===== src/rtl/avr_spi_tx_pkg.sv =====
// Shared definitions for the AVR link return path: idle frame, status layout and
// transmitter state encoding.
package rk_avr_pkg;

  localparam logic [15:0] IDLE_FRAME_DFLT = 16'h0000;
  localparam int          FRAME_BITS      = 16;

  localparam int ST_OVF   = 7;
  localparam int ST_FULL  = 6;
  localparam int ST_EMPTY = 5;

  typedef enum logic [1:0] {
    S_IDLE   = 2'd0,
    S_ACTIVE = 2'd1,
    S_DONE   = 2'd2
  } tx_state_e;

  // Bits 4:3 read as zero; the count field is the low three bits.
  function automatic logic [7:0] pack_status(input logic ovf, input logic full,
                                             input logic empty, input logic [2:0] cnt);
    logic [7:0] s;
    s           = 8'h00;
    s[ST_OVF]   = ovf;
    s[ST_FULL]  = full;
    s[ST_EMPTY] = empty;
    s[2:0]      = cnt;
    return s;
  endfunction

endpackage


===== src/rtl/avr_spi_tx_if.sv =====
// CPU register port and AVR SPI pins of the keyboard return-path transmitter.
interface avr_spi_tx_if;
  import rk_avr_pkg::*;

  logic       addr;
  logic       we_n;
  logic       rd_n;
  logic [7:0] idata;
  logic [7:0] odata;
  logic       spi_sck;
  logic       spi_ncs;
  logic       spi_miso;
  logic       fifo_empty;

  modport slave (
    input  addr, we_n, rd_n, idata, spi_sck, spi_ncs,
    output odata, spi_miso, fifo_empty
  );

  modport master (
    output addr, we_n, rd_n, idata, spi_sck, spi_ncs,
    input  odata, spi_miso, fifo_empty
  );

endinterface


===== src/rtl/avr_spi_tx_fifo.sv =====
// Synchronous FIFO of tag/data words; a push and a pop in the same cycle both
// take effect, even when full.
module avr_tx_fifo
  import rk_avr_pkg::*;
#(
  parameter int DEPTH_LOG2 = 2,
  parameter int DATA_W     = 16
) (
  input  logic                  clk_i,
  input  logic                  rst_i,
  input  logic                  push_i,
  input  logic [DATA_W-1:0]     wdata_i,
  input  logic                  pop_i,
  output logic [DATA_W-1:0]     rdata_o,
  output logic                  full_o,
  output logic                  empty_o,
  output logic [DEPTH_LOG2:0]   count_o
);

  localparam int                DEPTH    = 1 << DEPTH_LOG2;
  localparam logic [DEPTH_LOG2:0] FULL_CNT = (DEPTH_LOG2+1)'(DEPTH);

  logic [DATA_W-1:0]     mem_q [DEPTH];
  logic [DEPTH_LOG2-1:0] wptr_q, wptr_d;
  logic [DEPTH_LOG2-1:0] rptr_q, rptr_d;
  logic [DEPTH_LOG2:0]   cnt_q, cnt_d;
  logic                  do_push, do_pop;

  assign empty_o = (cnt_q == '0);
  assign full_o  = (cnt_q == FULL_CNT);
  assign count_o = cnt_q;
  assign rdata_o = mem_q[rptr_q];

  assign do_pop  = pop_i & ~empty_o;
  assign do_push = push_i & (~full_o | do_pop);

  always_comb begin
    wptr_d = wptr_q;
    rptr_d = rptr_q;
    cnt_d  = cnt_q;
    if (do_push) wptr_d = wptr_q + 1'b1;
    if (do_pop)  rptr_d = rptr_q + 1'b1;
    if (do_push && !do_pop)      cnt_d = cnt_q + 1'b1;
    else if (!do_push && do_pop) cnt_d = cnt_q - 1'b1;
  end

  always_ff @(posedge clk_i) begin
    if (rst_i) begin
      wptr_q <= '0;
      rptr_q <= '0;
      cnt_q  <= '0;
    end else begin
      wptr_q <= wptr_d;
      rptr_q <= rptr_d;
      cnt_q  <= cnt_d;
    end
  end

  always_ff @(posedge clk_i) begin
    if (do_push) mem_q[wptr_q] <= wdata_i;
  end

endmodule


===== src/rtl/avr_spi_tx.sv =====
// SPI slave transmitter: queues CPU tag/data pairs and shifts one 16-bit frame
// per AVR chip-select window on MISO (mode 0, MSB first).
module avr_spi_tx
  import rk_avr_pkg::*;
#(
  parameter int          DEPTH_LOG2  = 2,
  parameter logic [15:0] IDLE_FRAME  = IDLE_FRAME_DFLT,
  parameter int          SYNC_STAGES = 2
) (
  input logic          clk,
  input logic          reset,
  avr_spi_tx_if.slave  bus
);

  localparam int SYNC_N = (SYNC_STAGES < 2) ? 2 : SYNC_STAGES;

  // SPI pin synchronizers run through reset so a held-low NCS is not seen as a new fall
  logic [SYNC_N-1:0] sck_sync_q, ncs_sync_q;
  logic              sck_prev_q, ncs_prev_q;
  logic              sck_rise, sck_fall, ncs_rise, ncs_fall;

  always_ff @(posedge clk) begin
    sck_sync_q <= {sck_sync_q[SYNC_N-2:0], bus.spi_sck};
    ncs_sync_q <= {ncs_sync_q[SYNC_N-2:0], bus.spi_ncs};
    sck_prev_q <= sck_sync_q[SYNC_N-1];
    ncs_prev_q <= ncs_sync_q[SYNC_N-1];
  end

  assign sck_rise =  sck_sync_q[SYNC_N-1] & ~sck_prev_q;
  assign sck_fall = ~sck_sync_q[SYNC_N-1] &  sck_prev_q;
  assign ncs_rise =  ncs_sync_q[SYNC_N-1] & ~ncs_prev_q;
  assign ncs_fall = ~ncs_sync_q[SYNC_N-1] &  ncs_prev_q;

  logic              we_n_q, rd_n_q;
  logic [7:0]        tag_q, tag_d;
  logic              ovf_q, ovf_d;
  logic              we_fall, rd_rise, push;
  logic              pop;
  logic [15:0]       fifo_head;
  logic              fifo_full, fifo_empty;
  logic [DEPTH_LOG2:0] fifo_count;

  assign we_fall = we_n_q & ~bus.we_n;
  assign rd_rise = ~rd_n_q & bus.rd_n;
  assign push    = we_fall & bus.addr;

  avr_tx_fifo #(
    .DEPTH_LOG2 (DEPTH_LOG2),
    .DATA_W     (16)
  ) u_fifo (
    .clk_i   (clk),
    .rst_i   (reset),
    .push_i  (push),
    .wdata_i ({tag_q, bus.idata}),
    .pop_i   (pop),
    .rdata_o (fifo_head),
    .full_o  (fifo_full),
    .empty_o (fifo_empty),
    .count_o (fifo_count)
  );

  // An overflow flagged in the same cycle as a status-read clear stays set
  always_comb begin
    tag_d = tag_q;
    ovf_d = ovf_q;
    if (we_fall && !bus.addr)            tag_d = bus.idata;
    if (rd_rise && !bus.addr)            ovf_d = 1'b0;
    if (push && fifo_full && !pop)       ovf_d = 1'b1;
  end

  always_ff @(posedge clk) begin
    if (reset) begin
      we_n_q <= 1'b1;
      rd_n_q <= 1'b1;
      tag_q  <= 8'h00;
      ovf_q  <= 1'b0;
    end else begin
      we_n_q <= bus.we_n;
      rd_n_q <= bus.rd_n;
      tag_q  <= tag_d;
      ovf_q  <= ovf_d;
    end
  end

  // After reset only the empty flag is set, so status reads 8'h20
  assign bus.odata      = pack_status(ovf_q, fifo_full, fifo_empty, 3'(fifo_count));
  assign bus.fifo_empty = fifo_empty;

  tx_state_e   state_q, state_d;
  logic [4:0]  bitcnt_q, bitcnt_d;
  logic [15:0] shreg_q, shreg_d;
  logic        from_fifo_q, from_fifo_d;
  logic        miso_q, miso_d;

  // Frame contents are snapshotted at NCS fall; NCS rise outranks any SCK edge
  always_comb begin
    state_d     = state_q;
    bitcnt_d    = bitcnt_q;
    shreg_d     = shreg_q;
    from_fifo_d = from_fifo_q;
    pop         = 1'b0;
    case (state_q)
      S_IDLE: begin
        if (ncs_fall) begin
          shreg_d     = fifo_empty ? IDLE_FRAME : fifo_head;
          from_fifo_d = ~fifo_empty;
          bitcnt_d    = '0;
          state_d     = S_ACTIVE;
        end
      end
      S_ACTIVE: begin
        if (ncs_rise) begin
          state_d = S_IDLE;
        end else begin
          if (sck_rise) begin
            bitcnt_d = bitcnt_q + 1'b1;
            if (bitcnt_q == 5'(FRAME_BITS - 1)) state_d = S_DONE;
          end
          if (sck_fall) shreg_d = {shreg_q[14:0], 1'b0};
        end
      end
      S_DONE: begin
        if (ncs_rise) begin
          pop     = from_fifo_q;
          state_d = S_IDLE;
        end
      end
      default: state_d = S_IDLE;
    endcase
    miso_d = (state_d == S_ACTIVE) & shreg_d[15];
  end

  always_ff @(posedge clk) begin
    if (reset) begin
      state_q     <= S_IDLE;
      bitcnt_q    <= '0;
      from_fifo_q <= 1'b0;
      miso_q      <= 1'b0;
    end else begin
      state_q     <= state_d;
      bitcnt_q    <= bitcnt_d;
      from_fifo_q <= from_fifo_d;
      miso_q      <= miso_d;
    end
  end

  always_ff @(posedge clk) begin
    shreg_q <= shreg_d;
  end

  assign bus.spi_miso = miso_q;

endmodule


===== src/flat_wrapper.sv =====
// flat-port wrapper written by rule: the top's interface ports become plain ports
module avr_spi_tx_flat import rk_avr_pkg::*;
#(
  parameter int          DEPTH_LOG2  = 2,
  parameter logic [15:0] IDLE_FRAME  = IDLE_FRAME_DFLT,
  parameter int          SYNC_STAGES = 2
)
  (clk, reset, bus_addr, bus_we_n, bus_rd_n, bus_idata, bus_spi_sck, bus_spi_ncs, bus_odata, bus_spi_miso, bus_fifo_empty);
  avr_spi_tx_if bus_i ();
  input logic clk;
  input logic reset;
  input wire logic [$bits(bus_i.addr)-1:0] bus_addr;
  input wire logic [$bits(bus_i.we_n)-1:0] bus_we_n;
  input wire logic [$bits(bus_i.rd_n)-1:0] bus_rd_n;
  input wire logic [$bits(bus_i.idata)-1:0] bus_idata;
  input wire logic [$bits(bus_i.spi_sck)-1:0] bus_spi_sck;
  input wire logic [$bits(bus_i.spi_ncs)-1:0] bus_spi_ncs;
  output wire logic [$bits(bus_i.odata)-1:0] bus_odata;
  output wire logic [$bits(bus_i.spi_miso)-1:0] bus_spi_miso;
  output wire logic [$bits(bus_i.fifo_empty)-1:0] bus_fifo_empty;
  assign bus_i.addr = bus_addr;
  assign bus_i.we_n = bus_we_n;
  assign bus_i.rd_n = bus_rd_n;
  assign bus_i.idata = bus_idata;
  assign bus_i.spi_sck = bus_spi_sck;
  assign bus_i.spi_ncs = bus_spi_ncs;
  assign bus_odata = bus_i.odata;
  assign bus_spi_miso = bus_i.spi_miso;
  assign bus_fifo_empty = bus_i.fifo_empty;
  avr_spi_tx #(.DEPTH_LOG2(DEPTH_LOG2), .IDLE_FRAME(IDLE_FRAME), .SYNC_STAGES(SYNC_STAGES)) u_core (.clk(clk), .reset(reset), .bus(bus_i));
endmodule

===== config.mk =====
export PLATFORM = sky130hd
export DESIGN_NAME = avr_spi_tx_flat
export DESIGN_NICKNAME = d
export VERILOG_FILES = /design/src/rtl/avr_spi_tx_pkg.sv /design/src/rtl/avr_spi_tx_if.sv /design/src/rtl/avr_spi_tx_fifo.sv /design/src/rtl/avr_spi_tx.sv /design/src/flat_wrapper.sv
export SDC_FILE = /design/constraint.sdc
export NUM_CORES = 1
export LEC_CHECK = 0
export BUFFER_PORTS_ARGS = -buffer_cell sky130_fd_sc_hd__buf_2
export CELL_PAD_IN_SITES_DETAIL_PLACEMENT = 1
export CELL_PAD_IN_SITES_GLOBAL_PLACEMENT = 2
export CORE_MARGIN = 10
export CORE_UTILIZATION = 25
export CTS_BUF_LIST = sky130_fd_sc_hd__clkbuf_8
export DETAILED_ROUTE_END_ITERATION = 7
export PLACE_DENSITY = 0.45
export REMOVE_ABC_BUFFERS = 1
export SYNTH_ARGS = -nofsm -noshare
export SYNTH_HDL_FRONTEND = slang
export SYNTH_SLANG_ARGS = --single-unit

===== constraint.sdc =====
create_clock -name clk -period 5.63 [get_ports clk]
set_clock_uncertainty 0.15 [all_clocks]
set_input_delay 0.563 -clock clk [delete_from_list [all_inputs] [get_ports clk]]
set_output_delay 0.563 -clock clk [all_outputs]
set_load 0.05 [all_outputs]

==> impl_summary.txt <==
----------------------------------------------------
[Finish]
  Post-layout net count ... 333
  Layout fillers ... 1862
  Area of all placed cells without fillers ... 5180 µm²
  Diode insertion count for antenna repair ... 0
  Area Overhead vs Synth ... 14.8%
  Fraction of final layout cells sized beyond drive strength 1 ... 24.5%

[Floorplanning]
  Core Box Area ... 17800 µm²
  Cell row count ... 49
  Die footprint ... 23800 µm²
  Starting Density ... 25.3%
  Die boundary height ... 154 µm
  Overall die width ... 154 µm
  # IOs ... 25

[Worst setup path]
  Kind of critical path ... flop to flop
  Number of cells on the worst reg-to-reg path ... 9
  Category of the worst setup path launch point ... flop
  Slack of the worst reg-to-reg path ... 2.22 ns
  CP Max Fanout ... 9
  CP Capture Type ... flop
  Data arrival time of the critical path ... 3.62 ns
  Required arrival time at the worst endpoint ... 5.84 ns
  Critical R2R Capture ... u_core.u_fifo.count_o[2]
  R2r startpoint ... u_core.state_q[1]

[Synth]
  Post-synth top cells ... 79 x sky130_fd_sc_hd__edfxtp_1, 36 x sky130_fd_sc_hd__dfxtp_1, 23 x sky130_fd_sc_hd__nor2_1, 16 x sky130_fd_sc_hd__mux4_2, 14 x sky130_fd_sc_hd__a22o_1
  Fraction of registers with async set or reset after synthesis ... 0%
  Cell Area, Synth ... 4510 µm²
  Synthesis warning total ... 0
  Share of the synthesized area in the top cell type ... 52.6%
  Count of cell types in the netlist ... 46
  Post-Synthesis Cells ... 285
  Cell types occupying the most area after synthesis ... sky130_fd_sc_hd__edfxtp_1 53%, sky130_fd_sc_hd__dfxtp_1 16%, sky130_fd_sc_hd__mux4_2 8.0%
  Most common cell in the synthesized netlist ... sky130_fd_sc_hd__edfxtp_1
  Main synth FF type ... sky130_fd_sc_hd__edfxtp_1
  Register bit total from synthesis ... 115
  Portion of the post-synthesis area used by sequential elements ... 68.6%
  Post-synthesis cell type with the largest combined area ... sky130_fd_sc_hd__edfxtp_1
  Number of enable flip-flop cells after synthesis ... 79
  Post-synthesis average cell area ... 15.8 µm²

[Placed design]
  Post-Place Setup Slack ... 2.16 ns
  Standard cell area after detailed placement ... 4820 µm²
  Global placer's final weighted congestion ... 0.701
  Number of buffers inserted by port buffering ... 22
  HPWL after detailed placement ... 5.83 mm

[Clocking]
  Worst skew pair latency ... 0.43 ns
  Number of buffers on the longest clock path ... 2
  Hold buffer count at cts ... 0
  Worst-path clk slew ... 0.07 ns
  Number of buffers created by CTS ... 17
  Depth of the CTS H-tree ... 4
  Total number of clock tree sinks ... 115
  Total setup buffers inserted after CTS ... 0
  Clock tree from TritonCTS ... built
  CTS Root Cell ... sky130_fd_sc_hd__clkbuf_8
  Number of gates resized after CTS ... 0

[Pwr]
  Power per standard cell area ... 339 nW/µm²
  Worst VDD drop ... 0.000129 V
  Switching Share ... 23.6%
  Combinational share of power ... 6.1%
  Share of power burned in the clock network ... 40.3%
  Cell internal power dissipation ... 1.34 mW
  Switching power summed over all nets ... 0.415 mW
  Proportion of power drawn by flip-flops and latches ... 53.7%
  Leakage power ... 1.81 nW

[Global routing]
  Sum of overflow across all layers after global routing ... 0
  Wire length of the first global-routing pass ... 15.0 mm
  Initial antenna violation count ... 0
  Pin count of the biggest net entering global routing ... 29
  Vias in the first global route ... 2608
  GRT Total Usage ... 8.33%

[Timing]
  Fin crit share ... 60.5%
  Final Max Slew Viols ... 0
  Worst slew margin ... 27.1%
  Endpoints failing hold ... 0
  Top achievable clock speed ... 294 MHz
  Smallest setup slack after layout ... 2.22 ns
  Post-layout min period ... 3.41 ns
  Slew at the pin with the worst max-slew slack ... 1.08 ns
  Final setup vio count ... 0
  Worst hold slack ... 0.0834 ns
  Setup repair after global routing missed its margin ... false
  Setup TNS Final ... 0 ns

[Flow run]
  Max cap viols ... 0

[Min path]
  Min-delay src ... bus_spi_sck
  Min-Delay Path Depth ... 1
  Kind of path behind the tightest hold check ... input port to flop
  End of the worst hold path ... u_core.sck_sync_q[0]

[Drt]
  Final ANT Viol Nets ... 0
  Routed wirelength normalized by instance count ... 17.1 µm
  Violation count after the first detailed-route iteration ... 97
  Via-to-Cell Ratio ... 4.32
  Detailed Route WL ... 9.44 mm
  Pre-Repair DR Iteration Count ... 4
  Total via count in the routed design ... 2385
  Count of unresolved DRC violations after routing ... 0

[Status]
  Result of the run ... finished clean

----------------------------------------------------
-- per-stage QoR --
step                total power [mW]  std cells  utilization (%)
detailed placement              1.07        520             27.0
global route                    1.84        552             29.0
global placement                1.07        520             27.0
finish                          1.76        552             29.0
CTS                             1.79        552             29.0
floorplan                       1.03        267                -
-- how the worst max path moves through the flow --
stage / from / end / slack, ns / depth (start not counted)
3_3_place_gp: u_core.state_q[1] / u_core.u_fifo.count_o[2] / 2.24 / 9
4_1_cts: u_core.state_q[1] / u_core.u_fifo.count_o[2] / 2.15 / 9
2_1_floorplan: u_core.u_fifo.count_o[2] / u_core.u_fifo.count_o[2] / 2.13 / 9
6_report: u_core.state_q[1] / u_core.u_fifo.count_o[2] / 2.22 / 9
5_1_grt: u_core.state_q[1] / u_core.u_fifo.count_o[2] / 1.86 / 9
3_5_place_dp: u_core.state_q[1] / u_core.u_fifo.count_o[2] / 2.16 / 9
-- metal layers --
metal / GRT usage, % / wire length [µm]
met2: 13.0 / 4530
met4: 3.24 / 136
met3: 3.33 / 400
met1: 10.1 / 4370
met5: 0 / 0
-- critical path, cell delays in order (launching register included) --
cell	delay, ns
sky130_fd_sc_hd__dfxtp_1	0.52
sky130_fd_sc_hd__and3b_2	0.27
sky130_fd_sc_hd__a21boi_1	0.09
sky130_fd_sc_hd__nor4bb_1	0.92
sky130_fd_sc_hd__ha_1	0.34
sky130_fd_sc_hd__inv_1	0.07
sky130_fd_sc_hd__fa_1	0.38
sky130_fd_sc_hd__xor2_1	0.16
sky130_fd_sc_hd__or3_1	0.30
sky130_fd_sc_hd__a21oi_1	0.14
-- registers in the layout (all words and copies together), names as in the netlist, 2 cells and up, named ones only --
name                   count
u_core.sck_sync_q          2
u_core.u_fifo.rptr_q       2
u_core.u_fifo.wptr_q       2
u_core.shreg_q            16
u_core.tag_q               8
u_core.u_fifo.mem_q       64
u_core.bitcnt_q            5
u_core.u_fifo.count_o      3
u_core.ncs_sync_q          2
u_core.state_q             2
-- cells in the final DEF, fill, tap and decap left out, drive strengths merged, types with 5 or more instances in the layout --
cell    synthesis  layout
ha              7       7
inv             8      10
mux2i          11      11
a21oi           6       6
nor2           23      23
nand2           7       7
dfxtp          36      36
a22o           14      14
edfxtp         79      79
or3             6       6
clkinv          0      10
clkbuf          4      17
nor3b           5       5
mux4           16      16
and2            6       6
buf            15      24
-- final cells by class --
cell class,count,area (µm²),share of cell area (%)
clock inverters,15,125,2.42
repair buffers,24,125,2.42
well taps,229,287,5.53
flip-flops and latches,115,3090,59.7
clock buffers,17,234,4.52
inverters,8,30.0,0.580
multi-input cells,144,1290,24.8
-- kinds of logic after synthesis --
logic type	Yosys count	share of synthesized area, %
AO/OA/AOI/OAI	33	5.41
XOR/XNOR	4	0.777
adder cells (fa/ha/maj)	8	2.39
buffers and inverters	27	3.16
flip-flops	115	68.6
multiplexers	29	10.9
other	1	0.0831
AND/OR/NAND/NOR	68	8.68
-- power groups by stage --
stage	Clock (mW)	Combinational, mW	Sequential (mW)
after floorplan	0	0.0646	0.965
after global placement	0	0.110	0.961
after detailed placement	0	0.111	0.963
after CTS	0.738	0.111	0.944
after global routing	0.778	0.120	0.947
final	0.708	0.107	0.943
Power figures use the tool's default switching activity.
